$ cat config.mk
export PLATFORM = sky130hd
export DESIGN_NAME = mpu_motion_frame
export DESIGN_NICKNAME = d
export VERILOG_FILES = /design/src/rtl/mpu_pkg.sv /design/src/rtl/mpu_abs_diff.sv /design/src/rtl/mpu_motion_frame.sv
export SDC_FILE = /design/constraint.sdc
export NUM_CORES = 1
export LEC_CHECK = 0
export ABC_AREA = 1
export CORE_AREA = 10 10 177 179
export DETAILED_ROUTE_END_ITERATION = 12
export DIE_AREA = 0 0 187 189
export GPL_TIMING_DRIVEN = 0
export SLEW_MARGIN = 20
export SYNTH_ARGS = -nofsm -noshare
export SYNTH_HDL_FRONTEND = slang
export SYNTH_SLANG_ARGS = --single-unit
$ cat constraint.sdc
create_clock -name clk -period 4.5 [get_ports clk]
set_input_delay 0.675 -clock clk [delete_from_list [all_inputs] [get_ports clk]]
set_output_delay 0.675 -clock clk [all_outputs]
set_load 0.02 [all_outputs]
$ cat src/rtl/mpu_pkg.sv
// mpu_pkg: shared definitions for the MPU6050 accel path.
//   state_t      - frame FSM encodings
//   FRAME_BYTES  - bytes per accel burst (XH XL YH YL ZH ZL)
//   MPU_*        - MPU6050 device/register constants shared with the I2C reader
package mpu_pkg;

    typedef enum logic [2:0] {
        IDLE      = 3'd0,
        WAIT_POLL = 3'd1,
        REQ       = 3'd2,
        WAIT_BYTE = 3'd3,
        EVAL      = 3'd4
    } state_t;

    localparam int unsigned FRAME_BYTES = 6;
    localparam int unsigned IDX_W       = 3;
    localparam int unsigned SAMPLE_W    = 16;
    localparam int unsigned DIFF_W      = SAMPLE_W + 1;
    localparam int unsigned SUM_W       = DIFF_W + 2;
    localparam int unsigned RUN_W       = 4;

    localparam logic [IDX_W-1:0] LAST_IDX = IDX_W'(FRAME_BYTES - 1);

    localparam logic [6:0] MPU_I2C_ADDR      = 7'h68;
    localparam logic [7:0] MPU_REG_ACCEL_XH  = 8'h3B;
    localparam logic [7:0] MPU_REG_PWR_MGMT1 = 8'h6B;
    localparam logic [7:0] MPU_REG_WHO_AM_I  = 8'h75;

endpackage

$ cat src/rtl/mpu_abs_diff.sv
// mpu_abs_diff: |a - b| of two signed 16-bit samples, full 17-bit magnitude.
//   a, b : signed 16-bit inputs
//   d    : unsigned 17-bit absolute difference (0..65535)
module mpu_abs_diff
    import mpu_pkg::*;
(
    input  logic signed [SAMPLE_W-1:0] a,
    input  logic signed [SAMPLE_W-1:0] b,
    output logic        [DIFF_W-1:0]   d
);

    // Sign-extend before subtracting so the difference cannot overflow.
    logic signed [DIFF_W-1:0] diff;

    assign diff = {a[SAMPLE_W-1], a} - {b[SAMPLE_W-1], b};
    assign d    = diff[DIFF_W-1] ? DIFF_W'(-diff) : DIFF_W'(diff);

endmodule

$ cat src/rtl/mpu_motion_frame.sv
// mpu_motion_frame: paces MPU6050 accel reads, assembles X/Y/Z samples and
// flags shake events.
//   clk, rst_n          clock, async active-low reset
//   enable              polling active when 1
//   byte_in, byte_valid reader data and level-valid
//   rd_start            one-cycle request for the next byte
//   accel_x/y/z         signed samples, updated together
//   sample_valid        one-cycle pulse when samples update
//   shake               one-cycle shake-event pulse
//   frame_err           one-cycle pulse on byte timeout
//   busy                high outside IDLE/WAIT_POLL
module mpu_motion_frame
    import mpu_pkg::*;
#(
    parameter int unsigned POLL_CYCLES    = 2_500_000,
    parameter int unsigned TIMEOUT_CYCLES = 50_000,
    parameter int unsigned SHAKE_THRESH   = 8000,
    parameter int unsigned SHAKE_COUNT    = 3
) (
    input  logic                       clk,
    input  logic                       rst_n,
    input  logic                       enable,
    input  logic [7:0]                 byte_in,
    input  logic                       byte_valid,
    output logic                       rd_start,
    output logic signed [SAMPLE_W-1:0] accel_x,
    output logic signed [SAMPLE_W-1:0] accel_y,
    output logic signed [SAMPLE_W-1:0] accel_z,
    output logic                       sample_valid,
    output logic                       shake,
    output logic                       frame_err,
    output logic                       busy
);

    localparam int unsigned PCNT_W = $clog2(POLL_CYCLES);
    localparam int unsigned TCNT_W = (TIMEOUT_CYCLES > 2) ? $clog2(TIMEOUT_CYCLES) : 1;

    state_t              state;
    logic [PCNT_W-1:0]   poll_cnt;
    logic [TCNT_W-1:0]   tout_cnt;
    logic [IDX_W-1:0]    idx;
    logic [7:0]          slot [FRAME_BYTES];
    logic                vld_q;
    logic                edge_q;
    logic [7:0]          byte_q;
    logic                have_prev;
    logic [RUN_W-1:0]    run_cnt;
    logic                shake_pend;
    logic signed [SAMPLE_W-1:0] prev_x, prev_y, prev_z;

    logic signed [SAMPLE_W-1:0] new_x, new_y, new_z;
    logic [DIFF_W-1:0]          dx, dy, dz;
    logic [SUM_W-1:0]           diff_sum;
    logic                       over_thresh;
    logic [RUN_W-1:0]           run_inc;

    // Candidate samples straight from the collected burst (valid in EVAL).
    assign new_x = $signed({slot[0], slot[1]});
    assign new_y = $signed({slot[2], slot[3]});
    assign new_z = $signed({slot[4], slot[5]});

    mpu_abs_diff u_dx (.a(new_x), .b(prev_x), .d(dx));
    mpu_abs_diff u_dy (.a(new_y), .b(prev_y), .d(dy));
    mpu_abs_diff u_dz (.a(new_z), .b(prev_z), .d(dz));

    assign diff_sum    = SUM_W'(dx) + SUM_W'(dy) + SUM_W'(dz);
    assign over_thresh = diff_sum > SUM_W'(SHAKE_THRESH);
    assign run_inc     = run_cnt + RUN_W'(1);

    // Frame FSM with registered outputs; byte_valid edge is detected one
    // register late and its data captured alongside it.
    always_ff @(posedge clk or negedge rst_n) begin
        if (!rst_n) begin
            state        <= IDLE;
            poll_cnt     <= '0;
            tout_cnt     <= '0;
            idx          <= '0;
            for (int i = 0; i < FRAME_BYTES; i++) slot[i] <= '0;
            vld_q        <= 1'b0;
            edge_q       <= 1'b0;
            byte_q       <= '0;
            have_prev    <= 1'b0;
            run_cnt      <= '0;
            shake_pend   <= 1'b0;
            prev_x       <= '0;
            prev_y       <= '0;
            prev_z       <= '0;
            rd_start     <= 1'b0;
            accel_x      <= '0;
            accel_y      <= '0;
            accel_z      <= '0;
            sample_valid <= 1'b0;
            shake        <= 1'b0;
            frame_err    <= 1'b0;
            busy         <= 1'b0;
        end else begin
            rd_start     <= 1'b0;
            sample_valid <= 1'b0;
            frame_err    <= 1'b0;
            shake        <= shake_pend;
            shake_pend   <= 1'b0;
            vld_q        <= byte_valid;
            edge_q       <= byte_valid & ~vld_q;
            byte_q       <= byte_in;

            case (state)
                IDLE: begin
                    idx      <= '0;
                    poll_cnt <= '0;
                    busy     <= 1'b0;
                    if (enable) state <= WAIT_POLL;
                end

                WAIT_POLL: begin
                    if (!enable) begin
                        state    <= IDLE;
                        poll_cnt <= '0;
                        idx      <= '0;
                    end else if (poll_cnt == PCNT_W'(POLL_CYCLES - 1)) begin
                        poll_cnt <= '0;
                        state    <= REQ;
                        busy     <= 1'b1;
                    end else begin
                        poll_cnt <= poll_cnt + PCNT_W'(1);
                    end
                end

                REQ: begin
                    if (!enable) begin
                        state <= IDLE;
                        idx   <= '0;
                        busy  <= 1'b0;
                    end else begin
                        rd_start <= 1'b1;
                        tout_cnt <= '0;
                        state    <= WAIT_BYTE;
                    end
                end

                WAIT_BYTE: begin
                    if (!enable) begin
                        state <= IDLE;
                        idx   <= '0;
                        busy  <= 1'b0;
                    end else if (edge_q) begin
                        // Edge wins over a coincident timeout.
                        slot[idx] <= byte_q;
                        if (idx == LAST_IDX) begin
                            state <= EVAL;
                        end else begin
                            idx   <= idx + IDX_W'(1);
                            state <= REQ;
                        end
                    end else if (tout_cnt == TCNT_W'(TIMEOUT_CYCLES - 1)) begin
                        frame_err <= 1'b1;
                        idx       <= '0;
                        state     <= WAIT_POLL;
                        busy      <= 1'b0;
                    end else begin
                        tout_cnt <= tout_cnt + TCNT_W'(1);
                    end
                end

                EVAL: begin
                    accel_x      <= new_x;
                    accel_y      <= new_y;
                    accel_z      <= new_z;
                    sample_valid <= 1'b1;
                    prev_x       <= new_x;
                    prev_y       <= new_y;
                    prev_z       <= new_z;
                    idx          <= '0;
                    busy         <= 1'b0;
                    state        <= enable ? WAIT_POLL : IDLE;
                    // The first frame after reset only seeds the history.
                    if (!have_prev) begin
                        have_prev <= 1'b1;
                    end else if (over_thresh) begin
                        if (run_inc == RUN_W'(SHAKE_COUNT)) begin
                            shake_pend <= 1'b1;
                            run_cnt    <= '0;
                        end else begin
                            run_cnt <= run_inc;
                        end
                    end else begin
                        run_cnt <= '0;
                    end
                end

                default: begin
                    state <= IDLE;
                    idx   <= '0;
                    busy  <= 1'b0;
                end
            endcase
        end
    end

endmodule

# == Word-level counts from Yosys, hierarchy flattened ==
# Cells that the tools add are included.
# word_totals
inputBits,12
latch_bits,0
reg_bits,161
ram_bits,0
romBits,0
n_memories,0
# op_classes
mul,0
n_bitwise,3
n_lt_le_gt_ge,3
reduce_logical,11
addsub,12
n_shift,0
div_mod_pow,0
mux,50
n_eq_ne,22
# ops
operator,n
$mux 16,4
$mux 17,3
$neg 17->17,3
$sub 16x16->17,3
$bwmux 48,1
$mux 22,2
$pmux 22 s2,1
$mux 3,12
$pmux 16 s2,1
$demux 8 s3,1
$add 22x1->22 const B,1
$eq 22x22->1 const B,1
$add 18x17->19,1
$gt 19x13->1 const B,1
$add 17x17->18,1
$mux 1,18
$ne 2x2->1 const B,9
$add 16x1->16 const B,1
$eq 16x16->1 const B,1
$pmux 3 s5,1
$reduce_and 5->1,2
$ne 3x3->1 const B,3
$reduce_and 3->1,3
$mux 4,2
21 further kinds,25

# == Depth between registers and ports, before layout ==
# Gate-level depths: netlist (run 1).
# logic_depth
word_depth,9
ltp_mapped,36
depth_no_buf,35

# == By module ==
# A second synthesis (run 1) with hierarchy kept.
# unflattened
hier_cells,2035
hier_area_um2,13450.4
# by_module_without_submodules
module,instances,seq_area_each_um2,area_each_um2,cells_each
mpu_motion_frame,1,4028.9,8335.5,1028
mpu_abs_diff (u_dz),1,0.0,1775.5,339
mpu_abs_diff (u_dy),1,0.0,1686.6,321
mpu_abs_diff (u_dx),1,0.0,1652.8,347

# == Worst setup path after synthesis (run 1) ==
# OpenSTA, ideal clock, no wires.
# synth_timing
path_type,reg2reg
startpoint,register prev_x[0]
endpoint,register run_cnt[0]
period_less_slack_ns,4.301
arrival_ns,4.185
t_required_ns,4.384
stages_incl_launch_ff,28
setup_slack_ns,0.199
cell_sequence,dfrtp_1 -> ha_1 -> fa_1 -> ha_1 -> inv_1 -> nor2_1 -> nand3_1 -> nor2_1 -> nand3_1 -> nor3_1 -> nand4_1 -> nand2_1 -> nand2_1 -> nand2_1 -> inv_1 -> fa_1 -> inv_1 -> ha_1 -> a21o_1 -> o21bai_1 -> a21oi_1 -> nand3b_1 -> a21oi_1 -> nand2_1 -> nor2_1 -> nand2_1 -> nand2_1 -> nand2_1
# synth_via
elab_chain_cells,7
# synth_lines
element,line_no,rtl
from (decl),mpu_motion_frame.sv:49,"logic signed [SAMPLE_W-1:0] prev_x, prev_y, prev_z;"
from (signal assigned),mpu_motion_frame.sv:169,prev_x <= new_x;
$sub 16x16->17 (*),mpu_abs_diff.sv:15,"assign diff = {a[SAMPLE_W-1], a} - {b[SAMPLE_W-1], b};"
$neg 17->17,mpu_abs_diff.sv:16,assign d = diff[DIFF_W-1] ? DIFF_W'(-diff) : DIFF_W'(diff);
$mux 17 (*),mpu_abs_diff.sv:16,
$add 17x17->18 (*),mpu_motion_frame.sv:66,assign diff_sum = SUM_W'(dx) + SUM_W'(dy) + SUM_W'(dz);
$add 18x17->19 (*),mpu_motion_frame.sv:66,
$gt 19x13->1 (*),mpu_motion_frame.sv:67,assign over_thresh = diff_sum > SUM_W'(SHAKE_THRESH);
$mux 4 (*),mpu_motion_frame.sv:178,end else if (over_thresh) begin
to (signal assigned),mpu_motion_frame.sv:183,run_cnt <= run_inc;
to (decl),mpu_motion_frame.sv:47,logic [RUN_W-1:0] run_cnt;
# Mark *: on every way between the ends. The rest lies on a longest branch, timed or not.
# A chain may end at the register's enable or synchronous reset.

# == Worst setup path after layout (run 1) ==
# Ends and elaborated chain as after synthesis.

==> impl_metrics.json, run 1 <==
{
  "p_total_w": 0.007501,
  "setup.worst_path.start": "prev_x[0]",
  "synth.mux.area_fraction_pct": 0,
  "core_area_mm2": 0.02763,
  "synth_top_area_cell": "dfrtp_1",
  "clkLatencyLatePin_ps": 440,
  "r2r_cells": 27,
  "synthCells": 1756,
  "regToRegEndpoint": "run_cnt[0]",
  "wl_met3_mm": 1.046,
  "hold_class": "in2async",
  "chipWidth_um": 187,
  "crit_end": "run_cnt[0]",
  "crit_fanout": 4,
  "fmaxAchievable_mhz": 223.7,
  "dr.pass1.iters": 5,
  "fill_cells": 2717,
  "cts_buffer_depth": 2,
  "reg2reg_from": "prev_x[0]",
  "critPathArrivalTime_ps": 4800,
  "die_h_um": 189,
  "grt_pass1_wl_mm": 55.21,
  "postRouteAntennaNets": 0,
  "synth-edff-count": 0,
  "status": "finished, final reports clean",
  "fin_nets": 1983,
  "regToRegSetupSlack_ps": 30,
  "crit_path_end_kind": "flop",
  "grt_pass1_vias": 10880,
  "synth_top_family_by_area": "simple AND/OR/NAND/NOR gates",
  "drive_gt1_share_pct": 17.88,
  "htreeDepth": 4,
  "synth_top_area_share_pct": 32.68,
  "maxCapViolCount": 0,
  "final_util_pct": 55.50,
  "synth-compound-area-share_pct": 10.69,
  "tightestPinTransition_ps": 819.5,
  "dpl.hpwl_mm": 25.18,
  "synthesis.nets": 1862,
  "fp.dieArea_mm2": 0.03534,
  "worst_ep_required_time_ps": 4830,
  "path_clk_slew_ps": 80,
  "wire_per_inst_um": 14.91,
  "synth_fa_ha_area_share_pct": 10.82,
  "antenna_found_initial": 0,
  "highest_layer": "met4",
  "finalHoldViolations": 0,
  "fin_crit_ps": 4471,
  "yosysMostFrequentCell": "nand2_1",
  "ys_top_cells_by_area": "dfrtp_1 33%, nand2_1 15%, inv_1 8.7%, ha_1 7.4%, o21ai_0 4.9%",
  "wl_met1_mm": 15.68,
  "dp.cells": 2199,
  "port_buffers": 64,
  "final_max_slew_viol_count": 0,
  "antenna_cells": 0,
  "grt_util_all_layers_pct": 19.00,
  "cp_slowest_stage_delay_ps": 590,
  "yosys_register_bits": 161,
  "drc_errors": 0,
  "via_per_inst": 5.022,
  "finalCritPeriodShare_pct": 99.35,
  "synth-simple-area-share_pct": 30.76,
  "wl_met2_mm": 16.34,
  "synth_area_mm2": 0.01233,
  "vdd_drop_max_uv": 511.0,
  "drt_iter0_drc": 719,
  "grt_overflow_total": 0,
  "synth_commonest_cells": "481 x nand2_1, 286 x inv_1, 161 x dfrtp_1, 144 x nor2_1, 121 x o21ai_0",
  "ctsHoldBuffers": 0,
  "syn_to_final_growth_pct": 24.37,
  "core.rowCount": 61,
  "rsz0062_at_grt": "yes",
  "ys.warnings.count": 0,
  "routabilityCongestion": 0.9349,
  "cts_sinks": 161,
  "cts_made_buffers": 17,
  "synth_xor_area_share_pct": 5.033,
  "synthFlopType": "dfrtp_1",
  "cts_tree": "yes",
  "finalNonFillerCells": 2268,
  "synthArstFlopShare_pct": 100.0,
  "critPathLaunchType": "flop",
  "synth-seq-area-share_pct": 32.68,
  "postSynthAreaPerCell_um2": 7.021,
  "grt_max_degree": 99,
  "setup_viol": 0,
  "fin_skew_ps": 11.44,
  "synth.distinct_cells": 50,
  "path_class": "reg2reg",
  "routed_wl_mm": 33.82,
  "crit_path_frequent_cell": "nand2_1",
  "start_util_pct": 44.62,
  "p_leak_nw": 7.695,
  "dr_total_vias": 11390,
  "powerDensity_mw_per_mm2": 489.2,
  "ios": 65,
  "clockRootBuffer": "clkbuf_16",
  "critPathSlowestCell": "fa_2",
  "max-slew-margin-rel_pct": 45.37
}
==> registers in the layout, summed over array words and instances (netlist names), 3 cells and up <==
signal / flops
poll_cnt: 22
new_x: 16
new_y: 16
new_z: 16
prev_x: 16
prev_y: 16
prev_z: 16
tout_cnt: 16
byte_q: 8
run_cnt: 4
idx: 3
state: 3
==> cell families after synthesis <==
group / count (synthesis)
AOI/OAI and AO/OA: 244
xor gates and xnor gates: 70
adders and majority gates: 94
buffers and inverters: 320
DFF: 161
and+or+nand+nor: 867
==> layout by cell type, fill, tap and decap left out, drive strengths merged <==
cell type,Yosys,routed
xnor2,16,16
nand3,110,110
clkinv,1,5
o21ai,137,137
a21o,4,4
a21oi,75,75
clkbuf,11,31
ha,73,73
nand2,505,506
fa,21,21
clkdlybuf4s50,0,63
o31ai,10,10
dfrtp,161,161
buf,11,48
nor3b,1,1
nand4,33,33
o22ai,7,7
nand3b,14,14
inv,297,302
or2,5,5
nor3,33,33
o21bai,3,3
nor4,7,7
nor2,154,154
and2,3,3
o21a,3,3
a211oi,2,2
clkinvlp,0,4
o2111ai,1,1
xor2,54,54
a21boi,2,2
and3,2,2
==> report_power, final <==
| part | switching [W] | internal (W) |
|---|---|---|
| sequential | 0.0000748 | 0.00153 |
| clock | 0.000652 | 0.000730 |
| combinational | 0.00277 | 0.00174 |
| total | 0.00350 | 0.00400 |
==> metal layers <==
layer / GRT usage [%] / vias up
met3: 2.683 / 38
met4: 6.110 / 0
met5: 0 / -
met1: 24.57 / 5337
li1: - / 5829
met2: 32.13 / 185
==> layout make-up <==
| cell class | count | area [µm²] | share of cell area, % |
|---|---|---|---|
| Clock inverter | 13 | 103.9 | 0.6773 |
| Sequential cell | 161 | 4029 | 26.27 |
| Buffer | 22 | 123.9 | 0.8078 |
| Timing Repair Buffer | 101 | 962.2 | 6.275 |
| Inverter | 298 | 1127 | 7.352 |
| Tap cell | 378 | 473.0 | 3.084 |
| Multi-Input combinational cell | 1276 | 8071 | 52.64 |
| Clock buffer | 19 | 442.9 | 2.889 |
==> worst max-delay path, delay by kind of cell (launching register included) <==
family / cells / cell delay, ps
simple gates: 15 / 1530
fa+ha+maj: 5 / 1710
compound gates: 4 / 620
buf+inv: 3 / 120
flops: 1 / 410
==> what timing repair did <==
action                                  4_1_cts  5_1_grt
gates cloned                                  0        3
pin swaps                                    21       81
resized for setup                            47      199
endpoints found under the setup margin        5        5
hold endpoints to repair                      0        0
setup buffers                                 8       26
==> how the worst min path moves through the flow <==
stage / to / slack [ps] / cells past startpoint
2_1_floorplan: shake / 330 / 0
3_3_place_gp: shake / 330 / 0
3_5_place_dp: shake / 340 / 0
4_1_cts: prev_x[14] / 180 / 1
5_1_grt: prev_x[14] / 210 / 1
6_report: prev_x[14] / 170 / 1
==> metrics by stage <==
stage	setup TNS [ps]	hold slack, ps	instance area (µm²)	setup WS (ps)
final	0	168.0	15330	29.15
after detailed placement	-1802	343.4	13480	-403.5
after global placement	-656800	334.0	13440	-4095
after floorplan	0	331.2	12330	198.8
after global routing	-773.8	205.2	15330	-184.8
after CTS	0	177.9	14330	0.1550
No activity file was read; power rests on OpenSTA's default activity.
==> inputs of run 2 (changes only) <==
--- a/config.mk
+++ b/config.mk
@@ -5,10 +5,10 @@
 export SDC_FILE = /design/constraint.sdc
 export NUM_CORES = 1
 export LEC_CHECK = 0
-export ABC_AREA = 1
-export CORE_AREA = 10 10 177 179
+export ABC_AREA = 0
+export CORE_AREA = 10 10 170 172
 export DETAILED_ROUTE_END_ITERATION = 12
-export DIE_AREA = 0 0 187 189
+export DIE_AREA = 0 0 180 182
 export GPL_TIMING_DRIVEN = 0
 export SLEW_MARGIN = 20
 export SYNTH_ARGS = -nofsm -noshare
==> run 2 against run 1 <==
The flow now finishes with violations (setup timing). Critical endpoint unchanged. Clock skew grew 1.0 ps. First-iteration DRC count shrank 36%. Worst setup slack lost 1600 ps. Clock power grew 19%. Synthesized cell count shrank 28%. Synthesized area shrank 8.2%.
==> impl_metrics.json, run 2 <==
{
  "status": "finished, violations left",
  "violations": "setup timing",
  "synthesis.nets": 1362,
  "critPathTopFamily": "compound AO/OA/AOI/OAI gates",
  "dpl.hpwl_mm": 21.48,
  "seqPwrFrac_pct": 31.4,
  "path_class": "reg2reg",
  "grt_max_degree": 87,
  "rsz0062_at_grt": "yes",
  "cts_made_buffers": 17,
  "grt_pass1_wl_mm": 47.83,
  "chipWidth_um": 180,
  "grt_pass1_vias": 9188,
  "fin_nets": 1481,
  "powerDensity_mw_per_mm2": 361.0,
  "ys_top_cells_by_area": "dfrtp_1 36%, ha_1 8.1%, mux2_2 4.9%, o21ai_0 4.5%, xor2_1 4.2%",
  "fin_crit_ps": 6038,
  "fin_skew_ps": 12.46,
  "p_total_w": 0.004919,
  "p_sw_w": 0.001746,
  "largest_reg_flops": 22,
  "final_cell_mix": "158 x dfrtp_1, 116 x nor2_1, 113 x nand2_1, 106 x inv_1, 102 x o21ai_0",
  "antenna_found_initial": 1,
  "finalCritPeriodShare_pct": 134.2,
  "core_area_mm2": 0.02562,
  "start_util_pct": 44.19,
  "path_clk_slew_ps": 80,
  "p_leak_nw": 6.089,
  "die_h_um": 182,
  "cts_tree": "yes",
  "max-slew-margin-rel_pct": 30.59,
  "drive_gt1_share_pct": 14.41,
  "dp.cells": 1656,
  "postSynthAreaPerCell_um2": 9.013,
  "synth_top_area_share_pct": 35.59,
  "crit_buf_inv": 4,
  "dr_total_vias": 9335,
  "synth_top_area_cell": "dfrtp_1",
  "synth.distinct_cells": 83,
  "ctsHoldBuffers": 0,
  "clkPwrFrac_pct": 33.3,
  "cts_buffer_depth": 2,
  "whs_ps": 162.1,
  "grt_overflow_total": 0,
  "ys.warnings.count": 0,
  "drc_errors": 0,
  "critPathLaunchType": "flop",
  "maxCapViolCount": 0,
  "synth_area_mm2": 0.01132,
  "synthArstFlopShare_pct": 100.0,
  "htreeDepth": 4,
  "finalNonFillerCells": 1723,
  "drt_iter0_drc": 459,
  "routed_wl_mm": 29.15,
  "vdd_drop_max_uv": 207.4,
  "dr.pass1.iters": 5,
  "p_int_w": 0.003174,
  "sw_frac_of_total_pct": 35.48,
  "cp_slowest_stage_delay_ps": 490,
  "ios": 65,
  "final_max_slew_viol_count": 0,
  "synthCells": 1256,
  "cts_sinks": 161,
  "grt_util_all_layers_pct": 17.76,
  "wire_per_inst_um": 16.92,
  "routabilityCongestion": 0.8425,
  "yosysMostFrequentCell": "dfrtp_1",
  "setup_slack_ps": -1538,
  "hold_class": "in2async",
  "finalHoldViolations": 0,
  "top_register": "poll_cnt",
  "port_buffers": 63,
  "tns_ps": -7334,
  "fmaxAchievable_mhz": 165.6,
  "syn_to_final_growth_pct": 20.37,
  "tightestPinTransition_ps": 1033,
  "synth_commonest_cells": "161 x dfrtp_1, 116 x nor2_1, 114 x nand2_1, 109 x inv_1, 102 x o21ai_0",
  "synth-edff-count": 0,
  "critPathSlowestCell": "fa_1",
  "synthFlopType": "dfrtp_1",
  "synth-seq-area-share_pct": 35.59,
  "clkLatencyLatePin_ps": 440,
  "critPathArrivalTime_ps": 6390,
  "fill_cells": 2317,
  "crit_path_end_kind": "flop",
  "via_per_inst": 5.418,
  "combinationalPowerShare_pct": 35.3,
  "antenna_cells": 0,
  "crit_fanout": 6,
  "setup_viol": 5,
  "core.rowCount": 59,
  "postRouteAntennaNets": 0,
  "final_common_cell": "dfrtp_1",
  "worst_ep_required_time_ps": 4850,
  "yosys_register_bits": 161,
  "clockRootBuffer": "clkbuf_16",
  "fp.dieArea_mm2": 0.03276
}
run 2: changes by cell type in the layout (fill, tap and decap cells not counted), sizes merged, moves of 11 or more:
cell	delta
inv	-186
mux2	+49
xnor2	+33
and3	+13
nand3	-82
nor2b	+26
nand4	-19
nand2	-392
nor2	-33
o21a	+11
o21ai	-25
run 2: routing by layer:
metal / global-route usage [%] / wire length [µm] / up-vias
met3: 2.306 / 857 / 36
met5: 0 / 11 / -
met2: 30.19 / 13980 / 134
li1: - / - / 4624
met1: 22.73 / 13640 / 4539
met4: 6.120 / 651 / 2
run 2: metrics by stage:
step / cell area [µm²] / setup WS (ps) / util [%]
after floorplan: 11380 / -1247 / -
after detailed placement: 12470 / -2013 / 48.70
after global routing: 13630 / -1797 / 53.20
after global placement: 12430 / -4863 / 48.51
after CTS: 13370 / -1467 / 52.21
final: 13630 / -1538 / 53.20
run 2: path summary, 6_finish.rpt:
kind / start / endpoint / slack, ps / cells past startpoint
hold / removal: rst_n / shake / 160 / 1
hold reg to reg: shake_pend / shake / 360 / 0
setup reg to reg: new_z[0] / run_cnt[0] / -1540 / 26
min in group clk: shake_pend / shake / 360 / 0
max in group asynchronous: rst_n / new_y[14] / 3440 / 2
setup / recovery: new_z[0] / run_cnt[0] / -1540 / 26
run 2: layout make-up:
type | count | area [µm²] | share of cell area, %
plain buffers | 28 | 125.1 | 0.9182
inverters | 109 | 409.1 | 3.002
clock inverters | 14 | 217.7 | 1.598
flip-flops and latches | 161 | 4033 | 29.59
multi-input cells | 957 | 7042 | 51.68
clock buffers | 18 | 429.2 | 3.149
repair buffers | 101 | 952.2 | 6.987
well taps | 335 | 419.2 | 3.076
run 2: power groups by stage:
stage	registers, W	clock network [W]	logic [W]
5_1_grt	0.00155	0.00172	0.00195
2_1_floorplan	0.00155	0	0.00121
4_1_cts	0.00154	0.00167	0.00157
6_report	0.00154	0.00164	0.00174
3_3_place_gp	0.00157	0	0.00149
3_5_place_dp	0.00157	0	0.00151
run 2: repair_timing:
item                                    CTS  global route
pin swaps                                13             8
buffers inserted                         20            16
endpoints found under the setup margin    5             5
cloned                                    0             0
gates resized for setup                  21            25
run 2: cell families after synthesis:
logic type	count (synthesis)	share of synthesized area, %
AOI/OAI and AO/OA	285	15.99
xor gates and xnor gates	103	7.969
adders and majority gates	94	11.78
DFF	161	35.59
buffers and inverters	138	4.664
muxes	53	5.228
and+or+nand+nor	422	18.78
